[src/rtl/adc_i2c_target.sv]
// rtl/adc_i2c_target.sv - I2C target emulating the board ADC sample read and channel config write
module adc_i2c_target #(
  parameter logic [6:0] DEV_ADDR    = 7'h28,
  parameter int         SYNC_STAGES = 2
) (
  input  logic        clk,
  input  logic        rst,
  input  logic        scl_in,
  input  logic        sda_in,
  output logic        sda_oe,
  input  logic [11:0] sample_data,
  output logic [1:0]  cfg_channel,
  output logic        rd_latch,
  output logic        wr_strobe,
  output logic        busy
);

  localparam logic [2:0] S_IDLE      = 3'd0;
  localparam logic [2:0] S_ADDR      = 3'd1;
  localparam logic [2:0] S_ADDR_ACK  = 3'd2;
  localparam logic [2:0] S_RD_DATA   = 3'd3;
  localparam logic [2:0] S_RD_ACK    = 3'd4;
  localparam logic [2:0] S_WR_DATA   = 3'd5;
  localparam logic [2:0] S_WR_ACK    = 3'd6;
  localparam logic [2:0] S_WAIT_STOP = 3'd7;

  // Fewer than two flops would not protect against metastability.
  localparam int NSYNC = (SYNC_STAGES < 2) ? 2 : SYNC_STAGES;

  logic [NSYNC-1:0] r_scl_sync;
  logic [NSYNC-1:0] r_sda_sync;
  logic             r_scl_d;
  logic             r_sda_d;

  logic [2:0]  r_state;
  logic [2:0]  r_bit_cnt;
  logic [6:0]  r_shift;
  logic        r_rw;
  logic        r_ack_phase;
  logic        r_byte_idx;
  logic [13:0] r_rd_word;
  logic        r_sda_oe;
  logic [1:0]  r_cfg_channel;
  logic        r_rd_latch;
  logic        r_wr_strobe;
  logic        r_busy;

  logic       w_scl;
  logic       w_sda;
  logic       w_scl_rise;
  logic       w_scl_fall;
  logic       w_start;
  logic       w_stop;
  logic [7:0] w_rd_byte0;
  logic [7:0] w_new_byte0;

  assign w_scl      = r_scl_sync[NSYNC-1];
  assign w_sda      = r_sda_sync[NSYNC-1];
  assign w_scl_rise = w_scl & ~r_scl_d;
  assign w_scl_fall = ~w_scl & r_scl_d;
  // SCL must be high on both sides of the SDA edge, so an SCL/SDA pair
  // changing together (e.g. right after reset) is never mistaken for START/STOP.
  assign w_start    = w_scl & r_scl_d & r_sda_d & ~w_sda;
  assign w_stop     = w_scl & r_scl_d & ~r_sda_d & w_sda;

  // First byte of a read word: channel tag plus the sample's upper nibble.
  assign w_rd_byte0  = {2'b00, r_rd_word[13:12], r_rd_word[11:8]};
  assign w_new_byte0 = {2'b00, r_cfg_channel, sample_data[11:8]};

  // Bring the bus lines into the clk domain and keep one delayed copy for edges.
  always_ff @(posedge clk) begin
    if (rst) begin
      r_scl_sync <= '1;
      r_sda_sync <= '1;
      r_scl_d    <= 1'b1;
      r_sda_d    <= 1'b1;
    end else begin
      r_scl_sync <= {r_scl_sync[NSYNC-2:0], scl_in};
      r_sda_sync <= {r_sda_sync[NSYNC-2:0], sda_in};
      r_scl_d    <= w_scl;
      r_sda_d    <= w_sda;
    end
  end

  // Protocol FSM: bus conditions override any SCL edge seen in the same cycle.
  always_ff @(posedge clk) begin
    if (rst) begin
      r_state       <= S_IDLE;
      r_bit_cnt     <= 3'd0;
      r_shift       <= 7'd0;
      r_rw          <= 1'b0;
      r_ack_phase   <= 1'b0;
      r_byte_idx    <= 1'b0;
      r_rd_word     <= 14'd0;
      r_sda_oe      <= 1'b0;
      r_cfg_channel <= 2'd0;
      r_rd_latch    <= 1'b0;
      r_wr_strobe   <= 1'b0;
      r_busy        <= 1'b0;
    end else begin
      r_rd_latch  <= 1'b0;
      r_wr_strobe <= 1'b0;
      if (w_stop) begin
        r_state  <= S_IDLE;
        r_sda_oe <= 1'b0;
        r_busy   <= 1'b0;
      end else if (w_start) begin
        r_state   <= S_ADDR;
        r_sda_oe  <= 1'b0;
        r_bit_cnt <= 3'd0;
      end else begin
        case (r_state)
          S_IDLE: begin
            r_sda_oe <= 1'b0;
          end
          S_ADDR: begin
            if (w_scl_rise) begin
              r_shift   <= {r_shift[5:0], w_sda};
              r_bit_cnt <= r_bit_cnt + 3'd1;
              if (r_bit_cnt == 3'd7) begin
                r_rw        <= w_sda;
                r_ack_phase <= 1'b0;
                if (r_shift == DEV_ADDR) begin
                  r_state <= S_ADDR_ACK;
                  r_busy  <= 1'b1;
                end else begin
                  r_state <= S_WAIT_STOP;
                  r_busy  <= 1'b0;
                end
              end
            end
          end
          S_ADDR_ACK: begin
            if (w_scl_fall) begin
              if (!r_ack_phase) begin
                // Start of the ACK clock: pull SDA and, for reads, freeze the word.
                r_ack_phase <= 1'b1;
                r_sda_oe    <= 1'b1;
                if (r_rw) begin
                  r_rd_word  <= {r_cfg_channel, sample_data};
                  r_rd_latch <= 1'b1;
                end
              end else begin
                r_ack_phase <= 1'b0;
                r_bit_cnt   <= 3'd0;
                if (r_rw) begin
                  r_state    <= S_RD_DATA;
                  r_byte_idx <= 1'b0;
                  r_shift    <= w_rd_byte0[6:0];
                  r_sda_oe   <= ~w_rd_byte0[7];
                end else begin
                  r_state  <= S_WR_DATA;
                  r_sda_oe <= 1'b0;
                end
              end
            end
          end
          S_RD_DATA: begin
            if (w_scl_fall) begin
              if (r_bit_cnt == 3'd7) begin
                r_state   <= S_RD_ACK;
                r_sda_oe  <= 1'b0;
                r_bit_cnt <= 3'd0;
              end else begin
                r_sda_oe  <= ~r_shift[6];
                r_shift   <= {r_shift[5:0], 1'b0};
                r_bit_cnt <= r_bit_cnt + 3'd1;
              end
            end
          end
          S_RD_ACK: begin
            if (w_scl_rise && w_sda) begin
              r_state <= S_WAIT_STOP;
            end else if (w_scl_fall) begin
              r_state <= S_RD_DATA;
              if (!r_byte_idx) begin
                r_byte_idx <= 1'b1;
                r_shift    <= r_rd_word[6:0];
                r_sda_oe   <= ~r_rd_word[7];
              end else begin
                // Master wants more: stream a freshly captured sample.
                r_byte_idx <= 1'b0;
                r_rd_word  <= {r_cfg_channel, sample_data};
                r_rd_latch <= 1'b1;
                r_shift    <= w_new_byte0[6:0];
                r_sda_oe   <= ~w_new_byte0[7];
              end
            end
          end
          S_WR_DATA: begin
            if (w_scl_rise) begin
              r_shift   <= {r_shift[5:0], w_sda};
              r_bit_cnt <= r_bit_cnt + 3'd1;
              if (r_bit_cnt == 3'd7) begin
                r_cfg_channel <= {r_shift[0], w_sda};
                r_wr_strobe   <= 1'b1;
                r_ack_phase   <= 1'b0;
                r_state       <= S_WR_ACK;
              end
            end
          end
          S_WR_ACK: begin
            if (w_scl_fall) begin
              if (!r_ack_phase) begin
                r_ack_phase <= 1'b1;
                r_sda_oe    <= 1'b1;
              end else begin
                r_ack_phase <= 1'b0;
                r_sda_oe    <= 1'b0;
                r_bit_cnt   <= 3'd0;
                r_state     <= S_WR_DATA;
              end
            end
          end
          default: begin
            r_sda_oe <= 1'b0;
          end
        endcase
      end
    end
  end

  // Reset releases SDA in the same cycle rather than one clock later.
  assign sda_oe      = r_sda_oe & ~rst;
  assign cfg_channel = r_cfg_channel;
  assign rd_latch    = r_rd_latch;
  assign wr_strobe   = r_wr_strobe;
  assign busy        = r_busy;

endmodule

[config.mk]
export PLATFORM = sky130hd
export DESIGN_NAME = adc_i2c_target
export DESIGN_NICKNAME = d
export VERILOG_FILES = /design/src/rtl/adc_i2c_target.sv
export SDC_FILE = /design/constraint.sdc
export NUM_CORES = 1
export LEC_CHECK = 0
export ABC_CLOCK_PERIOD_IN_PS = 1950
export BUFFER_PORTS_ARGS = -buffer_cell sky130_fd_sc_hd__buf_2
export CAP_MARGIN = 25
export CORE_ASPECT_RATIO = 0.8
export CORE_MARGIN = 3
export CORE_UTILIZATION = 45
export DETAILED_ROUTE_END_ITERATION = 16
export PLACE_DENSITY_LB_ADDON = 0.2
export SYNTH_ARGS = -nofsm -noshare
export SYNTH_HDL_FRONTEND = slang
export SYNTH_SLANG_ARGS = --single-unit
[constraint.sdc]
create_clock -name clk -period 1.95 [get_ports clk]
set_input_delay 0.2925 -clock clk [delete_from_list [all_inputs] [get_ports clk]]
set_output_delay 0.2925 -clock clk [all_outputs]
set_load 0.03 [all_outputs]
Word level (Yosys, flattened, before mapping)
Index checks and enable logic that the tools add are counted.
{"block": "classes", "reduce_logical": 23, "n_eq_ne": 42, "addsub": 1, "mux": 69, "n_bitwise": 20}
{"operator": "2-to-1 mux 14 bit", "count": 6}
{"operator": "2-to-1 mux 7 bit", "count": 9}
{"operator": "2-to-1 mux 3 bit", "count": 20}
{"operator": "!= test 3 bit, second input constant", "count": 11}
{"operator": "!= test 2 bit, second input constant", "count": 16}
{"operator": "case mux 14 bit (2 select lines)", "count": 1}
{"operator": "case mux 7 bit (4 select lines)", "count": 1}
{"operator": "2-to-1 mux 1 bit", "count": 26}
{"operator": "AND reduction 12 bit", "count": 2}
{"operator": "case mux 3 bit (6 select lines)", "count": 1}
{"operator": "AND reduction 6 bit", "count": 3}
{"operator": "== test 3 bit, second input constant", "count": 4}
{"operator": "NOT 1 bit", "count": 12}
{"operator": "AND reduction 11 bit", "count": 1}
{"operator": "AND reduction 5 bit", "count": 2}
{"operator": "!= test 3 x 1 -> 1 bit, second input constant", "count": 3}
{"operator": "case mux 3 bit (3 select lines)", "count": 1}
{"operator": "AND reduction 9 bit", "count": 1}
{"operator": "AND 1 bit", "count": 8}
{"operator": "AND reduction 8 bit", "count": 1}
{"operator": "nonzero test 4 bit", "count": 2}
{"operator": "== test 7 x 6 -> 1 bit, second input constant", "count": 1}
{"operator": "nonzero test 7 bit", "count": 1}
{"operator": "== test 3 x 2 -> 1 bit, second input constant", "count": 2}
{"operator": "other kinds (13)", "count": 20}
{"block": "totals", "inputBits": 16, "regBits": 42}

Longest topological paths before layout
Gate-level depths: netlist (run 1).
{"block": "depth", "ltp_word": 6, "ltp_mapped": 8, "mapped_depth_nobuf": 7}

Least setup slack after synthesis (run 1)
Ideal clock, no wire load.
{"block": "synth_path", "kind": "flip-flop to flip-flop", "from": "register r_bit_cnt[0]", "to": "register r_shift[6]", "required_time_ns": 1.879, "n_path_buf": 1, "path_slack_ns": 0.145, "synth_period_minus_slack_ns": 1.805, "path_stages_with_launch": 9, "arrival_ns": 1.735, "path_cell_list": "dfxtp_1 -> ha_1 -> ha_1 -> a21oi_1 -> nor2_1 -> a211o_1 -> buf_6 -> or3_1 -> a21oi_1"}
{"block": "synth_between", "elab_chain_cells": 3}
{"element": "from (decl)", "line": "36", "source": "logic [2:0] r_bit_cnt;"}
{"element": "from (signal assigned)", "line": "119", "source": "r_bit_cnt <= r_bit_cnt + 3'd1;"}
{"element": "from (signal assigned)", "line": "167", "source": "r_bit_cnt <= r_bit_cnt + 3'd1;"}
{"element": "from (signal assigned)", "line": "193", "source": "r_bit_cnt <= r_bit_cnt + 3'd1;"}
{"element": "== test 3 bit", "line": "160", "source": "if (r_bit_cnt == 3'd7) begin"}
{"element": "!= test 2 bit (no line)"}
{"element": "AND reduction 11 bit (no line)"}
{"element": "to (signal assigned)", "line": "166", "source": "r_shift <= {r_shift[5:0], 1'b0};"}
{"element": "to (signal assigned)", "line": "178", "source": "r_shift <= r_rd_word[6:0];"}
{"element": "to (signal assigned)", "line": "185", "source": "r_shift <= w_new_byte0[6:0];"}
{"element": "to (decl)", "line": "37", "source": "logic [6:0] r_shift;"}
Every way passes these cells.
A chain may end at the register's enable or synchronous reset.

Final worst setup path (run 1)
{"block": "layout_path", "from": "register r_state[2]", "to": "register r_shift[2]"}
{"block": "layout_between", "elab_chain_cells": 4, "word_cells_on_any_way": 17, "cone_classes": "eq/ne (13); mux (1); reduce/logical (3)"}
{"element": "from (decl)", "line": "35", "source": "logic [2:0] r_state;"}
{"element": "from (signal assigned)", "line": "88", "source": "r_state <= S_IDLE;"}
{"element": "from (signal assigned)", "line": "104", "source": "r_state <= S_IDLE;"}
{"element": "from (signal assigned)", "line": "108", "source": "r_state <= S_ADDR;"}
{"element": "== test 3 bit / == test 3 x 1 -> 1 bit (equally long branches)", "line": "112", "source": "case (r_state)"}
{"element": "OR reduction 2 bit (no line)"}
{"element": "!= test 2 x 1 -> 1 bit (no line) / nonzero test 4 bit (equally long branches)"}
{"element": "AND reduction 11 bit (no line)"}
{"element": "to (signal assigned)", "line": "118", "source": "r_shift <= {r_shift[5:0], w_sda};"}
{"element": "to (signal assigned)", "line": "149", "source": "r_shift <= w_rd_byte0[6:0];"}
{"element": "to (signal assigned)", "line": "166"}
Parallel ways exist; a longest one is shown, timed or not.

==> results of run 1 <==
## area by class of cell
class / instances / area [sq um] / share of cell area
clock buffers: 6 / 82.6 / 0.0304
clock inverters: 2 / 12.5 / 0.00461
inverters: 4 / 15.0 / 0.00553
multi-input cells: 189 / 1380 / 0.509
flip-flops and latches: 42 / 841 / 0.310
well taps: 60 / 75.1 / 0.0276
repair buffers: 48 / 308 / 0.113
## metal layers
metal / vias to the layer above / share of wire
met4: 0 / 0.019
met1: 906 / 0.50
met5: - / 0
met3: 10 / 0.074
met2: 74 / 0.40
li1: 995 / -
## sequential cells by signal (all words and copies together), names as in the netlist
name         cells
busy             1
cfg_channel      2
r_ack_phase      1
r_bit_cnt        3
r_byte_idx       1
r_rd_word       14
r_rw             1
r_scl_d          1
r_scl_sync       2
r_sda_d          1
r_sda_oe         1
r_sda_sync       2
r_shift          7
r_state          3
rd_latch         1
wr_strobe        1
## path summary, 6_finish.rpt
check,start,endpoint,slack [ns]
setup / recovery,r_state[2],r_shift[2],0.08
hold / removal,sda_in,r_sda_sync[0],0.17
setup reg to reg,r_state[2],r_shift[2],0.08
hold reg to reg,r_sda_sync[0],r_sda_sync[1],0.41
## stage by stage
stage	cell area, sq um	setup WS (ns)
after floorplan	2280	0.145
after global placement	2540	0.000468
after detailed placement	2540	-0.0477
after CTS	2650	0.0361
after global routing	2720	-0.0144
final	2720	0.0850
## cell families (layout without fill, tap and decap cells)
| family | Yosys count | after routing |
|---|---|---|
| multiplexers | 29 | 29 |
| XOR/XNOR | 2 | 2 |
| buffers and inverters | 21 | 60 |
| AO/OA/AOI/OAI | 59 | 59 |
| adder cells (fa/ha/maj) | 3 | 3 |
| AND/OR/NAND/NOR | 96 | 96 |
| flip-flops | 42 | 42 |
## power by group
group,switching [mW],internal [mW]
sequential,0.0653,0.915
combinational,0.708,0.539
clock,0.308,0.285
total,1.08,1.74
## worst register-to-register path: cells and delay by family (launching register included)
kind | cells | cell delay [ns]
AO/OA/AOI/OAI | 3 | 0.34
flip-flops | 1 | 0.34
AND/OR/NAND/NOR | 2 | 0.73
buffers and inverters | 2 | 0.40
## cell usage after synthesis (3+ instances only)
cell type,number
nand3b_1,4
o21ai_0,7
nand3_1,3
inv_1,3
or3_1,7
o41ai_1,3
buf_2,9
nand2_1,14
o21ai_1,7
or2_2,6
nand2b_1,8
nor2b_1,7
o221ai_1,6
clkbuf_1,4
a21oi_1,14
mux2i_1,27
dfxtp_1,42
buf_6,3
nor2_1,29
## what timing repair did
action / in CTS / in global routing
gates resized for setup: 3 / 11
pin swaps: 0 / 1
gates cloned: 0 / 0
setup endpoints to repair: 20 / 10
hold endpoints to repair: 0 / 0
buffers inserted: 0 / 3
==> summary.txt, run 1 <==
Synth
  • Netlist cell types: 56
  • Synth Flop Type: dfxtp_1
  • Ys async rst share: 0
  • FF+latch count, synth: 42
  • Cell accounting for the most synthesized area: dfxtp_1
  • Post-synth EDFFs: 0
  • Compound-cell area share of the yosys netlist: 0.186
  • Synth Cell Area: 2280 sq um
  • Synth Area in Simple Gates: 0.234
  • Register area share after synthesis: 0.369
  • Post-synth net total: 270
  • Ys Warns: 0
  • Area share of the largest cell type after synthesis: 0.369
  • XOR/XNOR Fraction of Synth Area: 0.0159
  • Largest family of logic cells by synthesized area: simple AND/OR/NAND/NOR gates
  • Top post-synthesis cells by area: dfxtp_1 (37%), mux2i_1 (12%), nor2_1 (4.8%)
  • Syn_area_per_cell: 9.04 sq um
  • Post-Synth Adder-Cell Area: 0.0154
  • Post-synthesis mux area share: 0.129
  • Cells after synthesis: 252

Global route
  • Initial antenna violation count: 0
  • Gr ovfl total: 0
  • Global routing usage on met2: 0.243
  • Top Usage Layer GRT: met1
  • Largest net degree at the start of global routing: 34
  • GR Util met3: 0.0475
  • First-pass GRT wire length: 9.05 mm
  • Met1 GRT Util: 0.301
  • GRT Overall Usage: 0.190
  • Vias in the first global route: 1,761

Worst setup path
  • Startpoint types: flip-flop
  • Worst-path cell chain: buf_4 -> or2_1 -> a21oi_2 -> a221oi_2 -> buf_4 -> or3_1 -> a21oi_2
  • Crit-path max FO: 20
  • WP depth: 7
  • CP top delay family: simple AND/OR/NAND/NOR gates
  • Crit path capture type: flip-flop
  • Max stage delay on crit path: 0.40 ns
  • Buffers & Inverters on Critical Path: 2
  • Critical-path top delay cell: or3_1
  • Crit path required time: 2.18 ns
  • Worst reg2reg path depth: 7
  • CP Data Arrival Time: 2.10 ns
  • Critical path type: flip-flop to flip-flop

Floorplan
  • I/O pin cnt: 22
  • Die height: 69.6 um
  • # rows: 22
  • DIE AREA: 5960 sq um
  • CORE AREA: 4730 sq um
  • Initial core utilization: 0.481
  • Chip Width: 85.6 um

CTS
  • Clock sinks: 42
  • CTS clk-pin slew, worst paths: 0.08 ns
  • CTS Buf Count: 5
  • Clk Latency, worst-skew pair: 0.29 ns
  • CTS tree: yes
  • Cts hold-fix bufs: 0
  • CTS root buf: clkbuf_8
  • H-tree Lvls: 2
  • Clk buf depth: 2

STA
  • Total negative slack: 0 ns
  • Max-slew violations: 0
  • Worst-Margin Slew: 0.569 ns
  • FMAX: 0.536 GHz
  • Hold WS: 0.173 ns
  • Rel. slew slack: 0.620
  • Final number of hold-violating endpoints: 0
  • Final worst-path cycle share: 0.956
  • Min cycle time layout: 1.87 ns
  • Final Skew: 0.00579 ns
  • Setup violations, final: 0

Layout
  • Fin cells: 351
  • Finished Core Util: 0.573
  • ANT cells: 0
  • Layout cells sized above 1: 0.302
  • Most frequent cells in the layout: dfxtp_1 (42), nor2_1 (29), mux2i_1 (27), buf_4 (27), buf_2 (21)
  • Final net count: 308
  • P&R area growth vs syn: 19.2%
  • Filler cells: 441
  • Leading cell type in the layout, fill and taps excluded: dfxtp_1

Pwr
  • Lkg Pwr: 1.00 nW
  • PwrDens: 1040 nW/um^2
  • Total power: 2.82 mW
  • Peak VDD IR: 675 uV

Routing
  • Total number of vias: 1,985
  • Post-route DRC: 0
  • Routed len/inst: 16.1 um
  • DRT Pass-1 Iters: 4
  • Via density: 5.66
  • Detail Route Antenna Nets: 0
  • Initial drt markers: 163
  • WL final: 5.65 mm

Placed design
  • Cells after DPL: 340
  • Detailed Place HPWL: 3.96 mm
  • I/O Buffers: 21
  • Routability Congestion: 0.905

Flow run
  • Max Cap Viol: 0

Worst hold path
  • Cell count of the worst hold path: 2
  • Type of the worst min-delay path: input pin to flip-flop

Outcome
  • Status: finished, final reports clean
Note: power is estimated with default switching activity, not from simulation.
==> inputs of run 2 (changes only) <==
--- a/config.mk
+++ b/config.mk
@@ -5,7 +5,7 @@
 export SDC_FILE = /design/constraint.sdc
 export NUM_CORES = 1
 export LEC_CHECK = 0
-export ABC_CLOCK_PERIOD_IN_PS = 1950
+export ABC_CLOCK_PERIOD_IN_PS = 1700
 export BUFFER_PORTS_ARGS = -buffer_cell sky130_fd_sc_hd__buf_2
 export CAP_MARGIN = 25
 export CORE_ASPECT_RATIO = 0.8
==> constraint.sdc (replaced) <==
create_clock -name clk -period 1.7 [get_ports clk]
set_input_delay 0.255 -clock clk [delete_from_list [all_inputs] [get_ports clk]]
set_output_delay 0.255 -clock clk [all_outputs]
set_load 0.03 [all_outputs]
==> run 2 against run 1 <==
Effect of this change:
- the flow now finishes with violations (setup timing)
- cell count rose by 12%
- count of clock-buffer cells in the layout is the same
- worst setup slack got worse by 0.18 ns
- via count up 14%
- sequential power is 18% higher
- clock skew increased by 0.0061 ns
- sequential share of layout area shrank 4.4 points
- wire length increased by 22%
==> summary.txt, run 2 (synthesis results as in run 1) <==
Outcome
  • Status: finished, violations left
  • Failing checks: setup timing

CTS
  • CTS root buf: clkbuf_8
  • Clk Latency, worst-skew pair: 0.30 ns
  • Clock sinks: 42
  • CTS tree: yes
  • H-tree Lvls: 2
  • Clk buf depth: 2
  • CTS clk-pin slew, worst paths: 0.09 ns
  • Cts hold-fix bufs: 0
  • CTS Buf Count: 5

Layout
  • Layout cells sized above 1: 0.470
  • P&R area growth vs syn: 42.4%
  • Leading cell type in the layout, fill and taps excluded: buf_4
  • Max reg flops: 14
  • ANT cells: 0
  • Final net count: 349
  • Biggest regs: r_rd_word (14), r_shift (7)
  • Finished Core Util: 0.685
  • Most frequent cells in the layout: buf_4 (57), dfxtp_1 (32), nor2_1 (27), mux2i_1 (26), buf_2 (22)
  • Final Instance Area: 3240 sq um
  • Most flops, register: r_rd_word
  • Filler cells: 379

STA
  • FMAX: 0.556 GHz
  • Setup ws final: -0.0981 ns
  • Min cycle time layout: 1.80 ns
  • Setup violations, final: 18
  • Hold WS: 0.140 ns
  • Final number of hold-violating endpoints: 0
  • Worst-Margin Slew: 0.430 ns
  • Rel. slew slack: 0.712
  • Final Skew: 0.0119 ns
  • Unrepaired setup endpoints after global routing: true
  • Total negative slack: -0.348 ns
  • Max-slew violations: 0
  • Final worst-path cycle share: 1.06

Pwr
  • Int Power: 2.38 mW
  • Share of power burned in registers: 0.300
  • Net Sw Power: 1.48 mW
  • PwrDens: 1190 nW/um^2
  • Peak VDD IR: 706 uV
  • Clk pwr share: 0.168
  • Logic pwr share: 0.531
  • Switching part of the total: 0.384
  • Lkg Pwr: 1.26 nW

Routing
  • WL final: 6.86 mm
  • DRT Pass-1 Iters: 5
  • Via density: 5.79
  • Routed len/inst: 17.5 um
  • Post-route DRC: 0
  • Detail Route Antenna Nets: 0
  • Initial drt markers: 196
  • Total number of vias: 2,268

Worst setup path
  • Setup slack, reg-to-reg: -0.1 ns
  • Critical path type: flip-flop to flip-flop
  • Worst-path cell chain: or4b_4 -> nor4b_4 -> buf_4 -> o21ai_2 -> nor4_2 -> a311oi_1
  • CP Data Arrival Time: 1.97 ns
  • Critical-path top delay cell: or4b_4
  • Startpoint types: flip-flop
  • Crit path required time: 1.88 ns
  • Crit-path max FO: 4
  • Max stage delay on crit path: 0.54 ns
  • Crit path capture type: flip-flop

Global route
  • Initial antenna violation count: 0
  • Gr ovfl total: 0
  • Largest net degree at the start of global routing: 32
  • First-pass GRT wire length: 10.6 mm
  • Vias in the first global route: 2,122
  • GRT Overall Usage: 0.222

Floorplan
  • CORE AREA: 4730 sq um
  • I/O pin cnt: 22
  • # rows: 22
  • Chip Width: 85.6 um
  • Initial core utilization: 0.481
  • Die height: 69.6 um
  • DIE AREA: 5960 sq um

Placed design
  • Detailed Place HPWL: 4.54 mm
  • Area after DPL: 2800 sq um
  • Place WS: -0.137 ns
  • Routability Congestion: 0.890
  • I/O Buffers: 21

Worst hold path
  • Type of the worst min-delay path: input pin to flip-flop

Flow run
  • Max Cap Viol: 0
[run 2: metrics by stage]
stage	cells	power, mW
after CTS	380	3.54
final	392	3.86
after global routing	392	4.06
after floorplan	252	2.07
after global placement	368	2.77
after detailed placement	368	2.77
[run 2: final cells by class]
cell class                 instances  area [sq um]  share of cell area
multi-input combinational        190          1520               0.469
sequential                        42           863               0.266
timing repair buffer              88           683               0.211
tap                               60          75.1              0.0231
clock buffer                       6          72.6              0.0224
inverter                           4          15.0             0.00463
clock inverter                     2          13.8             0.00424
[run 2: path summary, 6_finish.rpt]
check | to | startpoint | cells past startpoint
setup / recovery | r_state[0] | r_shift[1] | 6
hold / removal | r_scl_sync[0] | scl_in | 2
setup reg to reg | r_state[0] | r_shift[1] | 6
hold reg to reg | r_sda_sync[1] | r_sda_sync[0] | 1
[run 2: repair_timing]
item,4_1_cts,5_1_grt
cloned,1,2
setup buffers,3,10
pin swaps,8,16
gates resized for setup,21,33
endpoints found under the setup margin,27,29
[run 2: power by group through the flow]
stage	Combinational, mW	Clock (mW)	Sequential, mW
5_1_grt	2.19	0.708	1.17
2_1_floorplan	0.966	0	1.11
6_report	2.05	0.650	1.16
3_3_place_gp	1.62	0	1.15
3_5_place_dp	1.61	0	1.15
4_1_cts	1.72	0.666	1.15
[run 2: layer usage]
layer / global-route usage / vias up / routed length [um]
li1: - / 1077 / -
met2: 0.321 / 95 / 3060
met1: 0.332 / 1080 / 3250
met5: 0 / - / 0
met3: 0.0428 / 16 / 423
met4: 0.0598 / 0 / 129
[run 2: worst max-delay path: cells and delay by family, from the launching register on]
family          cells  cell delay (ns)
flops               1             0.33
simple gates        3             1.00
compound gates      2             0.15
buf+inv             1             0.19
==> inputs of run 3 (changes only) <==
--- a/config.mk
+++ b/config.mk
@@ -11,6 +11,7 @@
 export CORE_ASPECT_RATIO = 0.8
 export CORE_MARGIN = 3
 export CORE_UTILIZATION = 45
+export CTS_BUF_LIST = sky130_fd_sc_hd__clkbuf_8
 export DETAILED_ROUTE_END_ITERATION = 16
 export PLACE_DENSITY_LB_ADDON = 0.2
 export SYNTH_ARGS = -nofsm -noshare
==> constraint.sdc (replaced) <==
create_clock -name clk -period 1.7 [get_ports clk]
set_input_delay 0.085 -clock clk [delete_from_list [all_inputs] [get_ports clk]]
set_output_delay 0.085 -clock clk [all_outputs]
set_load 0.03 [all_outputs]
==> run 3 against run 2 <==
Effect of this change:
- the run still ends with setup timing left
- final area down 1.6%
- die area unchanged
- maximum frequency increased by 1.4%
- sequential share of layout area rose by 0.23 points
- first-iteration DRC count fell by 26%
- critical endpoint unchanged
- sequential cell count is the same
==> summary.txt, run 3 (synthesis results as in run 1) <==
Worst setup path
  • Setup slack, reg-to-reg: -0.07 ns
  • Startpoint types: flip-flop
  • Reg2reg start: r_shift[1]
  • Worst reg2reg path depth: 6
  • Critical path type: flip-flop to flip-flop
  • Crit path required time: 1.88 ns
  • Crit-path max FO: 4
  • Crit path capture type: flip-flop
  • CP Data Arrival Time: 1.95 ns
  • Reg-to-reg endpoint: r_state[0]

STA
  • Min cycle time layout: 1.77 ns
  • Final worst-path cycle share: 1.04
  • FMAX: 0.564 GHz
  • Hold WS: 0.0192 ns
  • Final number of hold-violating endpoints: 0
  • Total negative slack: -0.114 ns
  • Setup violations, final: 3
  • Max-slew violations: 0
  • Rel. slew slack: 0.715
  • Worst-Margin Slew: 0.426 ns
  • Setup ws final: -0.0727 ns
  • Final Skew: 0.00789 ns
  • Unrepaired setup endpoints after global routing: true

Global route
  • Largest net degree at the start of global routing: 31
  • Initial antenna violation count: 0
  • First-pass GRT wire length: 9.98 mm
  • Vias in the first global route: 1,963
  • GRT Overall Usage: 0.211
  • Gr ovfl total: 0

Floorplan
  • Chip Width: 85.6 um
  • DIE AREA: 5960 sq um
  • # rows: 22
  • I/O pin cnt: 22
  • Initial core utilization: 0.481
  • CORE AREA: 4730 sq um
  • Die height: 69.6 um

Layout
  • Reg area: 857 sq um
  • Biggest regs: r_rd_word (14), r_shift (7)
  • Layout cells sized above 1: 0.441
  • Max reg flops: 14
  • Most frequent cells in the layout: buf_4 (52), dfxtp_1 (33), nor2_1 (28), mux2i_1 (27), buf_2 (21)
  • ANT cells: 0
  • Multi-input logic area: 1540 sq um
  • P&R area growth vs syn: 40.1%
  • Leading cell type in the layout, fill and taps excluded: buf_4
  • Final net count: 341
  • Most flops, register: r_rd_word
  • Filler cells: 384

Placed design
  • I/O Buffers: 21
  • Detailed Place HPWL: 4.42 mm
  • Routability Congestion: 0.873

Worst hold path
  • Cell count of the worst hold path: 3
  • Worst Hold Endpoint: r_rd_word[4]
  • Type of the worst min-delay path: input pin to flip-flop
  • Hold_sp: sample_data[4]

CTS
  • CTS root buf: clkbuf_8
  • CTS tree: yes
  • CTS Buf Count: 5
  • Clock sinks: 42
  • CTS clk-pin slew, worst paths: 0.09 ns
  • Clk buf depth: 2
  • H-tree Lvls: 2
  • Clk Latency, worst-skew pair: 0.30 ns

Routing
  • Total number of vias: 2,146
  • Post-route DRC: 0
  • Detail Route Antenna Nets: 0
  • DRT Pass-1 Iters: 4
  • Initial drt markers: 146
  • Routed len/inst: 16.9 um
  • WL final: 6.48 mm
  • Via density: 5.59

Outcome
  • Status: finished, violations left
  • Failing checks: setup timing

Pwr
  • Peak VDD IR: 866 uV
  • Lkg Pwr: 1.23 nW
  • PwrDens: 1250 nW/um^2

Flow run
  • Max Cap Viol: 0
-- run 3: cell types whose count changed in the layout (fill, tap and decap cells not counted), sizes merged --
cell,before,now
buf,87,78
clkinv,3,0
clkbuf,7,5
clkinvlp,0,2
dlygate4sd3,0,2
bufinv,0,1
inv,3,4
-- run 3: critical path, stage by stage, from the launching register on --
cell	delay (ns)
dfxtp_2	0.33
or4b_4	0.54
nor4b_4	0.22
buf_4	0.18
o21ai_2	0.05
nor4_1	0.25
a311oi_1	0.09
-- run 3: worst max path at each step --
stage / cells past startpoint / slack [ns] / to / from
after floorplan: 8 / -0.03 / r_shift[6] / r_bit_cnt[0]
after global placement: 7 / -0.08 / r_shift[2] / r_bit_cnt[1]
after detailed placement: 7 / -0.18 / r_shift[3] / r_bit_cnt[1]
after CTS: 6 / -0.04 / r_state[0] / r_shift[1]
after global routing: 6 / -0.12 / r_state[0] / r_shift[1]
final: 6 / -0.07 / r_state[0] / r_shift[1]
-- run 3: final cells by class --
| type | instances | area share |
|---|---|---|
| multi-input cells | 190 | 0.483 |
| flip-flops and latches | 42 | 0.268 |
| repair buffers | 80 | 0.185 |
| well taps | 60 | 0.0235 |
| clock buffers | 5 | 0.0216 |
| clock inverters | 3 | 0.0129 |
| inverters | 4 | 0.00588 |
-- run 3: power breakdown --
part / switching [mW] / internal [mW] / leakage [nW]
combinational: 1.02 / 0.994 / 0.827
sequential: 0.107 / 1.06 / 0.343
clock: 0.362 / 0.433 / 0.0556
-- run 3: timing repair --
action                                 CTS  global route
hold buffers                             2             0
setup endpoints to repair               13            28
cloned                                   1             0
endpoints found under the hold margin    2             0
gates resized for setup                 14            37
buffers inserted                         1             9
pin swaps                                5             9
-- run 3: layer usage --
layer / vias to the layer above / global-route usage / routed length [um]
met5: - / 0 / 0
met4: 0 / 0.0650 / 70
met3: 6 / 0.0534 / 357
met2: 60 / 0.292 / 2890
met1: 1023 / 0.314 / 3170
li1: 1057 / - / -
-- run 3: stage by stage --
stage          total power [mW]   util  setup slack (ns)  cells  area, sq um
2_1_floorplan              2.07      -           -0.0286    252         2300
6_report                   3.98  0.674           -0.0727    384         3190
3_3_place_gp               2.69  0.582           -0.0789    363         2750
4_1_cts                    3.60  0.623           -0.0425    375         2950
3_5_place_dp               2.71  0.582            -0.178    363         2750
5_1_grt                    4.20  0.674            -0.122    384         3190
